===== config.mk =====
export PLATFORM = sky130hd
export DESIGN_NAME = readback_hub
export DESIGN_NICKNAME = d
export VERILOG_FILES = /design/src/rtl/yabot_bus_pkg.sv /design/src/rtl/rb_fifo.sv /design/src/rtl/readback_hub.sv
export SDC_FILE = /design/constraint.sdc
export NUM_CORES = 1
export LEC_CHECK = 0
export CORE_ASPECT_RATIO = 0.6
export CORE_MARGIN = 2
export CORE_UTILIZATION = 55
export CTS_CLUSTER_DIAMETER = 30
export CTS_CLUSTER_SIZE = 10
export DETAILED_ROUTE_END_ITERATION = 12
export PLACE_DENSITY = 0.87
export SYNTH_ARGS = -nofsm -noshare
export SYNTH_HDL_FRONTEND = slang
export SYNTH_SLANG_ARGS = --single-unit

===== constraint.sdc =====
create_clock -name clk -period 10.8 [get_ports clk]
set_clock_uncertainty 0.05 [all_clocks]
set_input_delay 3.24 -clock clk [delete_from_list [all_inputs] [get_ports clk]]
set_output_delay 3.24 -clock clk [all_outputs]
set_load 0.005 [all_outputs]

===== src/rtl/yabot_bus_pkg.sv =====
// Shared readback bus definitions: word layout, widths and channel indices.
package yabot_bus_pkg;
   localparam int RB_DATA_W = 28;
   localparam int RB_CTRL_W = 4;
   localparam int RB_ADDR_W = 4;

   localparam int CH_STATUS = 0;
   localparam int CH_SONAR  = 1;
   localparam int CH_MOTOR  = 2;
   localparam int CH_ADC    = 3;
   localparam int CH_RADIO  = 4;
   localparam int CH_RC     = 5;

   typedef struct packed {
      logic [RB_CTRL_W-1:0]           ctrl;
      logic [RB_DATA_W-RB_CTRL_W-1:0] data;
   } rb_word_t;
endpackage


===== src/rtl/rb_fifo.sv =====
// Per-channel synchronous FIFO with registered not-full and drop indication.
module rb_fifo #(
   parameter int DATA_W = 28,
   parameter int DEPTH  = 4
) (
   input  logic              clk,
   input  logic              rst_n,
   input  logic              push,
   input  logic              pop,
   input  logic [DATA_W-1:0] wdata,
   output logic [DATA_W-1:0] rdata,
   output logic              full,
   output logic              empty,
   output logic              not_full,
   output logic              drop
);
   localparam int AW = $clog2(DEPTH);
   localparam logic [AW:0] FULL_CNT = (AW+1)'(DEPTH);

   logic [DATA_W-1:0] mem [DEPTH];
   logic [AW-1:0]     wr_ptr, rd_ptr;
   logic [AW:0]       cnt, cnt_nxt;
   logic              rdy_q;
   logic              push_ok, pop_ok;

   assign full     = (cnt == FULL_CNT);
   assign empty    = (cnt == '0);
   // A full FIFO still takes a push when the same cycle frees a slot.
   assign push_ok  = push && (!full || pop);
   assign pop_ok   = pop && !empty;
   assign drop     = push && full && !pop;
   assign rdata    = mem[rd_ptr];
   assign not_full = rdy_q;

   always_comb begin
      cnt_nxt = cnt;
      if (push_ok && !pop_ok)
         cnt_nxt = cnt + 1'b1;
      else if (pop_ok && !push_ok)
         cnt_nxt = cnt - 1'b1;
   end

   always_ff @(posedge clk or negedge rst_n) begin
      if (!rst_n) begin
         wr_ptr <= '0;
         rd_ptr <= '0;
         cnt    <= '0;
         rdy_q  <= 1'b1;
      end else begin
         if (push_ok) wr_ptr <= wr_ptr + 1'b1;
         if (pop_ok)  rd_ptr <= rd_ptr + 1'b1;
         cnt   <= cnt_nxt;
         rdy_q <= (cnt_nxt != FULL_CNT);
      end
   end

   always_ff @(posedge clk) begin
      if (push_ok) mem[wr_ptr] <= wdata;
   end
endmodule


===== src/rtl/readback_hub.sv =====
// Readback concentrator: per-channel FIFOs, round-robin arbiter, one output register.
// Define READBACK_HUB_PRIO_EN to give channel 0 (status) strict priority.
module readback_hub
   import yabot_bus_pkg::*;
#(
   parameter int N_CH       = 6,
   parameter int DATA_W     = RB_DATA_W,
   parameter int ADDR_W     = RB_ADDR_W,
   parameter int FIFO_DEPTH = 4,
   parameter int CH_BASE    = 0
) (
   input  logic                     clk,
   input  logic                     rst_n,
   input  logic [N_CH*DATA_W-1:0]   ch_data,
   input  logic [N_CH-1:0]          ch_wr,
   output logic [N_CH-1:0]          ch_rdy,
   output logic [DATA_W-1:0]        out_data,
   output logic [ADDR_W-1:0]        out_addr,
   output logic                     out_valid,
   input  logic                     out_rdy,
   output logic [N_CH-1:0]          ovf,
   input  logic [N_CH-1:0]          ovf_clr
);
   localparam int PTR_W = (N_CH > 1) ? $clog2(N_CH) : 1;

   typedef enum logic {ST_EMPTY, ST_FULL} out_state_t;

   out_state_t        state, state_nxt;
   logic [DATA_W-1:0] fifo_rdata [N_CH];
   logic [N_CH-1:0]   fifo_full, fifo_empty, drop, pop, rr_req;
   logic [PTR_W-1:0]  ptr, ptr_nxt, gnt_idx, cand;
   logic              gnt_vld, load, grant;

   function automatic logic [PTR_W-1:0] wrap_add(input logic [PTR_W-1:0] base, input int step);
      int sum;
      sum = int'(base) + step;
      if (sum >= N_CH) sum -= N_CH;
      return PTR_W'(sum);
   endfunction

   for (genvar i = 0; i < N_CH; i++) begin : g_ch
      rb_fifo #(.DATA_W(DATA_W), .DEPTH(FIFO_DEPTH)) u_fifo (
         .clk      (clk),
         .rst_n    (rst_n),
         .push     (ch_wr[i]),
         .pop      (pop[i]),
         .wdata    (ch_data[i*DATA_W +: DATA_W]),
         .rdata    (fifo_rdata[i]),
         .full     (fifo_full[i]),
         .empty    (fifo_empty[i]),
         .not_full (ch_rdy[i]),
         .drop     (drop[i])
      );
   end

   // Arbiter: first non-empty channel at or after ptr, wrapping.
   always_comb begin
      rr_req  = ~fifo_empty;
      gnt_vld = 1'b0;
      gnt_idx = '0;
      cand    = '0;
      ptr_nxt = ptr;
`ifdef READBACK_HUB_PRIO_EN
      rr_req[0] = 1'b0;
`endif
      for (int k = 0; k < N_CH; k++) begin
         cand = wrap_add(ptr, k);
         if (!gnt_vld && rr_req[cand]) begin
            gnt_vld = 1'b1;
            gnt_idx = cand;
            ptr_nxt = wrap_add(cand, 1);
         end
      end
`ifdef READBACK_HUB_PRIO_EN
      if (!fifo_empty[0]) begin
         gnt_vld = 1'b1;
         gnt_idx = '0;
         ptr_nxt = ptr;
      end
`endif
   end

   assign load      = (state == ST_EMPTY) || out_rdy;
   assign grant     = load && gnt_vld;
   assign pop       = grant ? (N_CH'(1) << gnt_idx) : '0;
   assign out_valid = (state == ST_FULL);

   always_comb begin
      state_nxt = state;
      case (state)
         ST_EMPTY: if (gnt_vld) state_nxt = ST_FULL;
         ST_FULL:  if (out_rdy && !gnt_vld) state_nxt = ST_EMPTY;
         default:  state_nxt = ST_EMPTY;
      endcase
   end

   // Output register stage and sticky overflow flags.
   always_ff @(posedge clk or negedge rst_n) begin
      if (!rst_n) begin
         state    <= ST_EMPTY;
         out_data <= '0;
         out_addr <= '0;
         ptr      <= '0;
         ovf      <= '0;
      end else begin
         state <= state_nxt;
         if (grant) begin
            out_data <= fifo_rdata[gnt_idx];
            out_addr <= ADDR_W'(CH_BASE) + ADDR_W'(gnt_idx);
            ptr      <= ptr_nxt;
         end
         ovf <= (ovf & ~ovf_clr) | drop;
      end
   end
endmodule


Word level (Yosys, flattened, before mapping)
Memory sizes are Yosys's and may differ from the RTL's. Index checks and enable logic that the tools add are counted.

Register bits: 89. Bits in latches: 0. RAM bits: 672. ROM bits: 0. Output and inout bits: 45. Word-level logic and storage cells: 287. Memories: 6.

Memories: g_ch[0].u_fifo.mem (depth 4, bits a word 28, rd ports 1, clocked after Yosys merged registers in 0, wr ports 1, RTL line rb_fifo.sv:20) `logic [DATA_W-1:0] mem [DEPTH];`; g_ch[1].u_fifo.mem (depth 4, bits a word 28, rd ports 1, clocked after Yosys merged registers in 0, wr ports 1, RTL line rb_fifo.sv:20); g_ch[2].u_fifo.mem (depth 4, bits a word 28, rd ports 1, clocked after Yosys merged registers in 0, wr ports 1, RTL line rb_fifo.sv:20); g_ch[3].u_fifo.mem (depth 4, bits a word 28, rd ports 1, clocked after Yosys merged registers in 0, wr ports 1, RTL line rb_fifo.sv:20); g_ch[4].u_fifo.mem (depth 4, bits a word 28, rd ports 1, clocked after Yosys merged registers in 0, wr ports 1, RTL line rb_fifo.sv:20); g_ch[5].u_fifo.mem (depth 4, bits a word 28, rd ports 1, clocked after Yosys merged registers in 0, wr ports 1, RTL line rb_fifo.sv:20).

Add/subtract/negate cells: 47. Multipliers: 0. Div/mod/pow operators: 0. Order comparisons: 19. Eq/ne operators: 12. Shift operators: 1. Multiplexer cells: 73. Bitwise logic cells: 6. Reduce and logical (&&, ||, !) cells: 94.

Operator list (count): 2-to-1 mux 3 bit (36); binary-select mux 28 bit (select 3 bit) (1); 2-to-1 mux 28 bit (2); greater-or-equal comparator 4 x 3 -> 1 bit (second input constant) (11); logical AND 1 bit (43); zero test 1 bit (36); subtractor 3 bit (second input constant) (12); adder 3 x 1 -> 4 bit (second input constant) (7); 2-to-1 mux 1 bit (26); adder 2 x 1 -> 2 bit (second input constant) (12); < comparator 3 x 4 -> 1 bit (second input constant) (6); adder 3 x 1 -> 3 bit (second input constant) (6); binary-select mux 1 bit (select 3 bit) (6); equality test 3 bit (second input constant) (6); zero test 3 bit (6); != test 3 bit (second input constant) (6); subtractor 3 x 1 -> 3 bit (second input constant) (6); NOT 6 bit (2); adder 3 x 2 -> 4 bit (second input constant) (2); adder 3 x 3 -> 4 bit (second input constant) (2); logical OR 1 bit (7); AND 6 bit (1); 2-to-1 mux 6 bit (1); bitwise OR 6 bit (1); other kinds (8) (8).

Logic depth before layout (Yosys ltp)
Depth after elaboration: 29. Gate-level depth with buffers: 19. Mapped depth without buffers: 17.

Modules after synthesis
From an unflattened synthesis, not the netlist that was laid out.

Cells, all modules: 1689. Area total of the unflattened synthesis: 32209.6 µm².

Modules (own cells, without submodules): rb_fifo at g_ch[0].u_fifo ... (instances 4, cells an instance 206, area an instance 4603.2 µm², sequential area each 3564.7 µm²); rb_fifo at g_ch[4].u_fifo (instances 1, cells an instance 210, area an instance 4644.5 µm², sequential area each 3564.7 µm²); rb_fifo at g_ch[5].u_fifo (instances 1, cells an instance 210, area an instance 4643.2 µm², sequential area each 3564.7 µm²); readback_hub (instances 1, cells an instance 445, area an instance 4509.3 µm², sequential area each 1026.0 µm²).

Worst setup path before layout
OpenSTA, ideal clock, no wires.

Path type: input port to flip-flop. Start: in out_rdy. End: mem g_ch[1].u_fifo.mem[0][0] (enable). Library setup time: 387 ps. Data arrival time: 5178 ps. Data required time: 10363 ps. Slack: 5185 ps. Cell stages on the path: 7. Path through: nand2b_1 -> a21boi_1 -> o211ai_2 -> and4b_1 -> nor2_1 -> nor2b_2 -> and2_1.

Longest elaborated chain between the ends: 7.

RTL lines: from (decl) (RTL line readback_hub.sv:20) `input logic out_rdy,`; logical OR 1 bit (RTL line readback_hub.sv:83) `assign load = (state == ST_EMPTY) || out_rdy;`; logical AND 1 bit (RTL line readback_hub.sv:84) `assign grant = load && gnt_vld;`; 2-to-1 mux 6 bit (RTL line readback_hub.sv:85) `assign pop = grant ? (N_CH'(1) << gnt_idx) : '0;`; logical OR 1 bit (RTL line rb_fifo.sv:29) `assign push_ok = push && (!full || pop);`; logical AND 1 bit (RTL line rb_fifo.sv:29); 2-to-1 mux 1 bit (RTL line rb_fifo.sv:58) `if (push_ok) mem[wr_ptr] <= wdata;`; 2-to-1 mux 1 bit (not written as such) (RTL line rb_fifo.sv:58); to (decl) (RTL line rb_fifo.sv:20).

No other way between the ends.

Worst setup path after layout
Start: in out_rdy. End: mem g_ch[5].u_fifo.mem[3][11] (enable).

Longest elaborated chain between the ends: 7.

RTL lines (RTL line): logical OR 1 bit (readback_hub.sv:83); logical AND 1 bit (readback_hub.sv:84); 2-to-1 mux 6 bit (readback_hub.sv:85); logical OR 1 bit (rb_fifo.sv:29); logical AND 1 bit (rb_fifo.sv:29); 2-to-1 mux 1 bit (rb_fifo.sv:58); 2-to-1 mux 1 bit (not written as such) (rb_fifo.sv:58); to (decl) (rb_fifo.sv:20).

No other way between the ends.

==> impl_metrics.tcl <==
set metrics [dict create \
    ant_nets 0 \
    hold_violations 0 \
    synth_flop_cell "edfxtp_1" \
    grt_pass1_vias 19100 \
    ys_top_cells_by_area "edfxtp_1 63%, mux4_2 12%, dfrtp_1 6.5%" \
    final_cell_count_no_fill 2886 \
    die_h_um 190 \
    grt_usage 0.303 \
    drt-vias-per-instance 6.57 \
    max_slew_margin 0.0843 \
    cp.required_ps 11050 \
    wirelength_um 92200 \
    grt-ovfl-total 0 \
    ys_types 94 \
    worst_setup_path_start_kind "input port" \
    syn-num-nets 1961 \
    portBuffers 226 \
    rsz0062_at_grt "false" \
    synth_cells 1716 \
    cts_buffer_depth 3 \
    synth_edf_count 672 \
    yosysWarningCount 0 \
    yosysSeqAreaShare 0.704 \
    max-cap-violations 0 \
    cts_resized 0 \
    clkSinkCount 761 \
    synth_top_area_share 0.634 \
    synthTopCellsByCount "672 x edfxtp_1, 168 x mux4_2, 83 x dfrtp_1" \
    finalCriticalPeriod_ps 6380 \
    cts-hold-fix-buffers 0 \
    setup_ws_ps 4420 \
    crit_type "in2reg" \
    cp_data_arrival_time_ps 6630 \
    dp_hpwl_um 50700 \
    finalPower_w 0.0140 \
    slowest_stage "nor2_1" \
    drive_above_1_share 0.229 \
    fin_tns_setup_ps 0 \
    ir_drop_uv 391 \
    numCtsBuffers 110 \
    netlist_area_um2 31800 \
    async_reset_ff_frac 0.117 \
    core-area_um2 57300 \
    crit_path_max_fanout 28 \
    rows 68 \
    grt_max_degree 63 \
    post-synth-top-count-cell "edfxtp_1" \
    clock_latency_ps 650 \
    hold_class "reg2reg" \
    status "finished clean" \
    placed_cells 2667 \
    p_leak_nw 13.3 \
    pre_cts_ws_ps 4100 \
    avgSynthCellArea_um2 18.5 \
    power.density_nw_per_um2 363 \
    drtPass1Iterations 6 \
    io_pins 228 \
    max_freq_ghz 0.157 \
    drc 0 \
    clkSlewWorstSetupHoldPaths_ps 60 \
    slowest_delay_ps 660 \
    cts_tree "yes" \
    ctsRootBufferMaster "clkbuf_16" \
    area_growth_pct 21.4 \
    die_area_um2 59900 \
    htreeDepth 3 \
    critPathCaptureType "register" \
    finalMaxSlewViolations 0 \
    fin_crit_sh 0.591 \
    rrSetupSlack_ps 4540 \
    final_nets 2254 \
    setup_viol 0 \
    antenna_found_initial 19 \
    yosys.area.top_type "edfxtp_1" \
    drt-initial-drc-count 3003 \
    crit_path_cell_trace "clkdlybuf4s50_1, nand2b_1, a21boi_1, o211ai_2, nor2_1, inv_1, a31oi_1, and2_1, buf_4" \
    postPlaceCellArea_um2 35000 \
    num_vias 19000 \
    stdcell_area_um2 38600 \
    post-cts-setup-buffers 0 \
    wl_per_cell_um 31.9 \
    die_w_um 315 \
    tightest_slew_ps 1370 \
    place_congestion 0.907 \
    synth-seq-cells 761 \
    start_util 0.555 \
    grt_pass1_wl_um 131000 \
]
## cells in the final DEF (no fill, tap or decap), types with 11 or more instances in the layout
cell,count
a21oi_1,49
a22oi_1,30
and2_1,25
buf_4,40
bufinv_16,11
clkbuf_1,31
clkbuf_16,114
clkdlybuf4s50_1,225
clkinv_2,13
dfrtp_1,77
diode_2,14
edfxtp_1,672
ha_1,61
inv_1,55
mux2_2,63
mux2i_1,43
mux4_2,168
nand2_1,45
nand3_1,13
nor2_1,53
nor3_1,21
o21ai_0,52
xnor2_1,23
## cell type report
cell class	count	area, um2
well taps	770	963
diodes	14	35.0
flip-flops and latches	761	22400
clock buffers	148	3010
clock inverters	57	636
repair buffers	265	2550
multi-input cells	814	8800
fillers	3358	18700
inverters	57	214
## power breakdown
part           switching, W  internal [W]
registers          0.000499       0.00400
logic               0.00359       0.00233
clock network       0.00137       0.00222
## flip-flops by register name, summed over array words and instances (netlist names)
name,cells
ptr,3
g_ch.u_fifo.wr_ptr,12
g_ch.u_fifo.not_full,6
g_ch.u_fifo.mem,672
out_addr,3
g_ch.u_fifo.rd_ptr,12
out_valid,1
out_data,28
ovf,6
g_ch.u_fifo.cnt,18
## critical path, delay by kind of cell
| family | cells | cell delay, ps |
|---|---|---|
| simple gates | 3 | 1160 |
| buf+inv | 3 | 990 |
| compound gates | 3 | 1200 |
## per-stage QoR
stage / hold slack [ps] / util
2_1_floorplan: 421 / -
3_3_place_gp: 428 / 0.610
3_5_place_dp: 427 / 0.610
4_1_cts: 439 / 0.673
5_1_grt: 468 / 0.674
6_report: 439 / 0.674
## kinds of logic after synthesis
group                      share of synthesized area
AOI/OAI and AO/OA                             0.0497
xor gates and xnor gates                      0.0103
adders and majority gates                     0.0246
buffers and inverters                         0.0193
DFF                                            0.704
muxes                                          0.156
other                                       0.000118
and+or+nand+nor                               0.0352
## worst paths after layout
kind                       depth (start not counted)        start                        end
setup / recovery                                   9      out_rdy  g_ch[5].u_fifo.mem[3][11]
hold / removal                                     2  out_addr[0]                out_addr[0]
min in group asynchronous                          1        rst_n               out_data[22]
hold reg to reg                                    2  out_addr[0]                out_addr[0]
max in group asynchronous                          2        rst_n   g_ch[0].u_fifo.rd_ptr[0]
setup reg to reg                                  16       ptr[1]  g_ch[2].u_fifo.mem[0][13]
## layer usage
layer,up-vias,share of wire,GRT usage
met5,-,0.0011,0
met4,10,0.050,0.140
met3,293,0.11,0.0723
met2,1532,0.48,0.484
met1,9605,0.36,0.399
li1,7520,-,-
(Power assumes the default switching activity.)
